`src/rtl/ahb_sram_ctrl.sv`:
```
// AHB5 slave in front of a single-port synchronous SRAM with one-cycle read latency.
// It adds optional wait states, byte lanes, a two-cycle ERROR response and pipelined transfers.
module ahb_sram_ctrl #(
    parameter int ADDR_WIDTH  = 32,
    parameter int DATA_WIDTH  = 32,
    parameter int MEM_DEPTH   = 1024,
    parameter int WAIT_STATES = 0,
    parameter bit USE_HWSTRB  = 1'b1,
    localparam int NB  = DATA_WIDTH / 8,
    localparam int MAW = $clog2(MEM_DEPTH)
) (
    input  logic                  hclk,
    input  logic                  hresetn,
    input  logic                  hsel,
    input  logic                  hready,
    input  logic [ADDR_WIDTH-1:0] haddr,
    input  logic [1:0]            htrans,
    input  logic                  hwrite,
    input  logic [2:0]            hsize,
    input  logic [DATA_WIDTH-1:0] hwdata,
    input  logic [NB-1:0]         hwstrb,
    output logic [DATA_WIDTH-1:0] hrdata,
    output logic                  hreadyout,
    output logic                  hresp,
    output logic                  hexokay,
    output logic                  mem_ce,
    output logic                  mem_we,
    output logic [MAW-1:0]        mem_addr,
    output logic [NB-1:0]         mem_be,
    output logic [DATA_WIDTH-1:0] mem_wdata,
    input  logic [DATA_WIDTH-1:0] mem_rdata
);

    localparam int C_NBL  = $clog2(NB);
    localparam int C_OFFW = (C_NBL > 0) ? C_NBL : 1;
    localparam int C_AW   = C_NBL + MAW;
    localparam logic [ADDR_WIDTH:0] C_LIMIT   = (ADDR_WIDTH + 1)'(MEM_DEPTH * NB);
    localparam logic [3:0]          C_WS_LOAD = (WAIT_STATES > 0) ? 4'(WAIT_STATES - 1) : 4'd0;

    typedef enum logic [2:0] {
        S_IDLE, S_WAIT, S_WR, S_RD0, S_RD1, S_ERR1, S_ERR2
    } state_t;

    state_t                r_state;
    logic                  r_hreadyout;
    logic                  r_hresp;
    logic                  r_hwrite;
    logic [2:0]            r_hsize;
    logic [3:0]            r_cnt;
    logic [C_AW-1:0]       r_haddr;
    logic [DATA_WIDTH-1:0] r_hrdata;

    logic                  w_accept;
    logic                  w_take;
    logic                  w_err;
    logic [6:0]            w_align_mask;
    logic [NB-1:0]         w_size_mask;
    logic [NB-1:0]         w_lane;
    logic [C_OFFW-1:0]     w_off;
    logic                  w_mem_ce;
    state_t                w_nxt;

    // BUSY (2'b01) is deliberately not an accept; only NONSEQ/SEQ start a transfer.
    assign w_accept = hsel & hready & ((htrans == 2'b10) | (htrans == 2'b11));
    assign w_take   = w_accept & (r_state inside {S_IDLE, S_WR, S_RD1, S_ERR2});

    assign w_align_mask = (7'd1 << hsize) - 7'd1;
    assign w_err = ({1'b0, haddr} >= C_LIMIT)
                 | (|(haddr[6:0] & w_align_mask))
                 | (hsize > 3'(C_NBL));

    always_comb begin
        w_nxt = S_IDLE;
        if (w_err)                w_nxt = S_ERR1;
        else if (WAIT_STATES > 0) w_nxt = S_WAIT;
        else if (hwrite)          w_nxt = S_WR;
        else                      w_nxt = S_RD0;
    end

    generate
        if (C_NBL > 0) begin : g_off
            assign w_off = r_haddr[C_OFFW-1:0];
        end else begin : g_no_off
            assign w_off = '0;
        end
    endgenerate

    always_comb begin
        w_size_mask = '0;
        for (int i = 0; i < NB; i++) begin
            w_size_mask[i] = (i < (1 << r_hsize));
        end
    end

    assign w_lane   = w_size_mask << w_off;
    assign w_mem_ce = (r_state == S_WR) | (r_state == S_RD0);

    always_comb begin
        mem_be = '0;
        if (w_mem_ce) begin
            if ((r_state == S_WR) && USE_HWSTRB) mem_be = w_lane & hwstrb;
            else                                 mem_be = w_lane;
        end
    end

    assign mem_ce    = w_mem_ce;
    assign mem_we    = (r_state == S_WR);
    assign mem_addr  = w_mem_ce ? r_haddr[C_NBL +: MAW] : '0;
    assign mem_wdata = hwdata;
    assign hreadyout = r_hreadyout;
    assign hresp     = r_hresp;
    assign hexokay   = 1'b0;
    // SRAM output is live in RD1; the register holds it for later data phases.
    assign hrdata    = (r_state == S_RD1) ? mem_rdata : r_hrdata;

    always_ff @(posedge hclk or negedge hresetn) begin
        if (!hresetn) begin
            r_state     <= S_IDLE;
            r_hreadyout <= 1'b1;
            r_hresp     <= 1'b0;
            r_hwrite    <= 1'b0;
            r_hsize     <= '0;
            r_cnt       <= '0;
            r_haddr     <= '0;
            r_hrdata    <= '0;
        end else begin
            if (r_state == S_RD1) r_hrdata <= mem_rdata;
            case (r_state)
                S_WAIT: begin
                    if (r_cnt == 4'd0) begin
                        r_state     <= r_hwrite ? S_WR : S_RD0;
                        r_hreadyout <= r_hwrite;
                    end else begin
                        r_cnt <= r_cnt - 4'd1;
                    end
                end
                S_RD0: begin
                    r_state     <= S_RD1;
                    r_hreadyout <= 1'b1;
                end
                S_ERR1: begin
                    r_state     <= S_ERR2;
                    r_hreadyout <= 1'b1;
                    r_hresp     <= 1'b1;
                end
                default: begin
                    if (w_take) begin
                        r_state     <= w_nxt;
                        r_hreadyout <= (w_nxt == S_WR);
                        r_hresp     <= (w_nxt == S_ERR1);
                        r_cnt       <= C_WS_LOAD;
                        r_haddr     <= haddr[C_AW-1:0];
                        r_hwrite    <= hwrite;
                        r_hsize     <= hsize;
                    end else begin
                        r_state     <= S_IDLE;
                        r_hreadyout <= 1'b1;
                        r_hresp     <= 1'b0;
                    end
                end
            endcase
        end
    end

endmodule

```
`config.mk`:
```
export PLATFORM = sky130hd
export DESIGN_NAME = ahb_sram_ctrl
export DESIGN_NICKNAME = d
export VERILOG_FILES = /design/src/rtl/ahb_sram_ctrl.sv
export SDC_FILE = /design/constraint.sdc
export NUM_CORES = 1
export LEC_CHECK = 0
export CORE_ASPECT_RATIO = 1.2
export CORE_MARGIN = 2
export CORE_UTILIZATION = 32
export CTS_BUF_LIST = sky130_fd_sc_hd__clkbuf_16
export DETAILED_ROUTE_END_ITERATION = 7
export HOLD_SLACK_MARGIN = 0.02
export PLACE_DENSITY = 0.82
export SYNTH_ARGS = -nofsm -noshare
export SYNTH_HDL_FRONTEND = slang
export SYNTH_SLANG_ARGS = --single-unit
```
`constraint.sdc`:
```
create_clock -name hclk -period 1.4 [get_ports hclk]
set_input_delay 0.28 -clock hclk [delete_from_list [all_inputs] [get_ports hclk]]
set_output_delay 0.28 -clock hclk [all_outputs]
set_load 0.01 [all_outputs]
```
==> summary.log <==
qor: final_layout.syn2layout_area_growth 82.6%
qor: run_status.violations setup timing
qor: drt.drt_pass1_iterations 4
qor: synthesis.post_synth_inst_count 251
qor: final_layout.commonest_cells_after_routing_fill_and_taps_aside buf_6, clkdlybuf4s50_1, dfrtp_1
qor: critical_path.critical_path.cell_chain nor3_4 -> buf_6 -> buf_12 -> mux2_4 -> buf_6
qor: pwr.pwr_density_cell 2220 mW/mm^2
qor: grt.grt_first_pass_wirelength 12800 um
qor: timing.setup_repair_after_global_routing_missed_its_margin yes
qor: final_layout.post-route-util 0.593
qor: timing.finalSetupTns -28220 ps
qor: synthesis.yosysWarnings 0
qor: synthesis.dominant_cell_type_by_area_after_synthesis dfrtp_1
qor: pwr.power 11.2 mW
qor: drt.routedWlPerCell 15.9 um
qor: run_status.run_status finished with violations
qor: grt.grt_antenna_before_repair 0
qor: timing.finalCritPeriodShare 1.42
qor: critical_path.cpMaxStageDelayCell dfrtp_1
qor: drt.detail_route.wirelength 8390 um
qor: pwr.intPower 7.69 mW
qor: clocking.cts_made_buffers 9
qor: drt.ant_nets 0
qor: pwr.p_leak 2.39 nW
qor: final_layout.nets 519
qor: pwr.netSwitchingFraction 0.311
qor: worst_hold_path.worstHoldPathType input port to async pin
qor: floorplan.core-area 0.00847 mm^2
qor: synthesis.synth.distinct_cells 33
qor: place.finalWeightedCongestion 0.826
qor: synthesis.synth_top_cell_area_share 0.510
qor: timing.setup_violations 74
qor: synthesis.postSynthNetCount 363
qor: clocking.clock_tree_from_tritoncts built
qor: final_layout.mostFrequentLayoutCell buf_6
qor: grt.grt_resource_usage_total 0.181
qor: synthesis.async_reset_ff_frac 1.00
qor: floorplan.die-width 88.6 um
qor: drt.detailedRoute.firstIterationViolations 96
qor: grt.grt-ovfl-total 0
qor: critical_path.timing_worst_setup_path_type register to primary output
qor: critical_path.cp_data_arrival_time 1710 ps
qor: pwr.power.share.clock 0.182
qor: clocking.clock_sinks 57
qor: clocking.cts_buffer_depth 2
qor: critical_path.path_buf_inv 3
qor: timing.hold_ws 369 ps
qor: place.number_of_buffers_added_on_ports 126
qor: place.hpwl_after_detailed_placement 5410 um
qor: floorplan.die_area 0.00935 mm^2
qor: floorplan.row_count 37
qor: drt.via_density_per_instance 4.48
qor: timing.setup_ws -589 ps
qor: synthesis.synth-seq-cells 57
qor: critical_path.crit_required 1120 ps
qor: grt.grt_start_max_net_pins 31
qor: final_layout.antenna_cells 0
qor: timing.layout_min_cycle_time 1990 ps
qor: synthesis.ys_seq_area_frac 0.519
qor: clocking.clk_pin_slew 50 ps
qor: timing.worst_clock_skew 4.06 ps
qor: pwr.power.sequential.fraction 0.255
qor: synthesis.netlist_top_cells_area dfrtp_1, mux2_2, buf_4
qor: timing.achievable-frequency 503 MHz
qor: floorplan.io_pins 193
qor: grt.grt_pass1_vias 2672
qor: synthesis.synth_top_flop_cell dfrtp_1
qor: synthesis.synth_enable_flop_cells 0
qor: critical_path.path_common_cell buf_6
qor: clocking.root_buffer clkbuf_16
qor: synthesis.mappedNetlistArea 0.00275 mm^2
qor: timing.timing_hold_violations_final 0
qor: pwr.peak_supply_drop 972 uV
qor: critical_path.worst_setup_path_start_kind register
qor: floorplan.die_y 106 um
qor: synthesis.syn_avg_cell_area 11.0 um^2
qor: critical_path.critical_path.max_stage_delay 410 ps
qor: drt.number_of_vias_in_the_routed_layout 2365
qor: flow_run.max_cap_viol_count 0
qor: pwr.net-switching-power 3.47 mW
qor: timing.timing_max_transition_violations_final 0
qor: critical_path.worst_path_dominant_cell_family buffers and inverters
qor: critical_path.worst-path-max-fanout 8
qor: pwr.comb_power_share 0.564
qor: clocking.clock_latency 320 ps
qor: clocking.cts.htree.levels 3
qor: final_layout.layout-drive-gt1-share 0.467
qor: drt.remaining_drc_errors 0
qor: critical_path.critical_path.endpoint_type primary output
qor: place.dpl_worst_slack -654 ps
qor: floorplan.starting_utilization_of_the_core_area 0.325
## sequential cells by signal, indices dropped and copies added (netlist names)
signal / count
r_haddr: 12
r_hsize: 3
r_cnt: 4
r_hwrite: 1
hreadyout: 1
r_state: 3
hresp: 1
r_hrdata: 32
## synth_stat cells (4+ instances only)
library cell,n
nand3_1,4
o21ai_0,7
and2_1,10
a21oi_1,4
nor2_1,8
dfrtp_1,56
buf_4,38
mux2_2,30
nor3_1,4
nor4_1,7
inv_1,5
nand2_1,52
## power groups by stage
stage               logic [mW]  registers, mW  clock network, mW
detailed placement        4.61           2.81                  0
CTS                       6.19           2.83               2.07
floorplan                 2.48           2.75                  0
finish                    6.29           2.84               2.03
global route              6.73           2.91               2.18
global placement          4.49           2.77                  0
## layer usage
| layer | vias up | GRT usage | wire length [um] |
|---|---|---|---|
| met4 | 0 | 0.0714 | 185 |
| met1 | 1136 | 0.206 | 3210 |
| met5 | - | 0 | 0 |
| li1 | 1117 | - | - |
| met3 | 24 | 0.0462 | 541 |
| met2 | 88 | 0.314 | 4460 |
## per-stage QoR
stage,area (um^2),instances
2_1_floorplan,2880,251
3_3_place_gp,4170,477
3_5_place_dp,4170,477
4_1_cts,4970,528
5_1_grt,5020,528
6_report,5020,528
## cell type report
class / count / area (um^2)
fillers: 681 / 3450
repair buffers: 186 / 1890
flip-flops and latches: 57 / 1430
multi-input cells: 148 / 1260
clock buffers: 9 / 225
well taps: 117 / 146
clock inverters: 6 / 51.3
inverters: 5 / 21.3
## worst paths after layout
check	startpoint	end	slack, ps	cells after the start
setup / recovery	r_state[1]$_DFFE_PN0P_	hrdata[7]	-590	5
hold / removal	hresetn	r_hrdata[6]$_DFF_PN0_	370	2
setup reg to reg	r_state[1]$_DFFE_PN0P_	r_hrdata[7]$_DFF_PN0_	-220	6
hold reg to reg	r_haddr[3]$_DFFE_PN0P_	r_haddr[3]$_DFFE_PN0P_	470	2
max in group asynchronous	hresetn	hreadyout$_DFFE_PN1P_	490	3
min in group hclk	hsize[2]	r_hsize[2]$_DFFE_PN0P_	370	4
## kinds of logic after synthesis
family,synth area share
and+or+nand+nor,0.173
DFF,0.519
buffers and inverters,0.118
muxes,0.131
AOI/OAI and AO/OA,0.0419
adders and majority gates,0.00910
xor gates and xnor gates,0.00637
other,0.00136
## timing repair
action | 4_1_cts | 5_1_grt
buffers inserted | 32 | 12
hold buffers | 1 | 0
endpoints found under the hold margin | 7 | 0
resized for setup | 297 | 37
cloned | 3 | 0
pin swaps | 13 | 11
setup endpoints to repair | 61 | 103
Note: power is estimated with default switching activity, not from simulation.
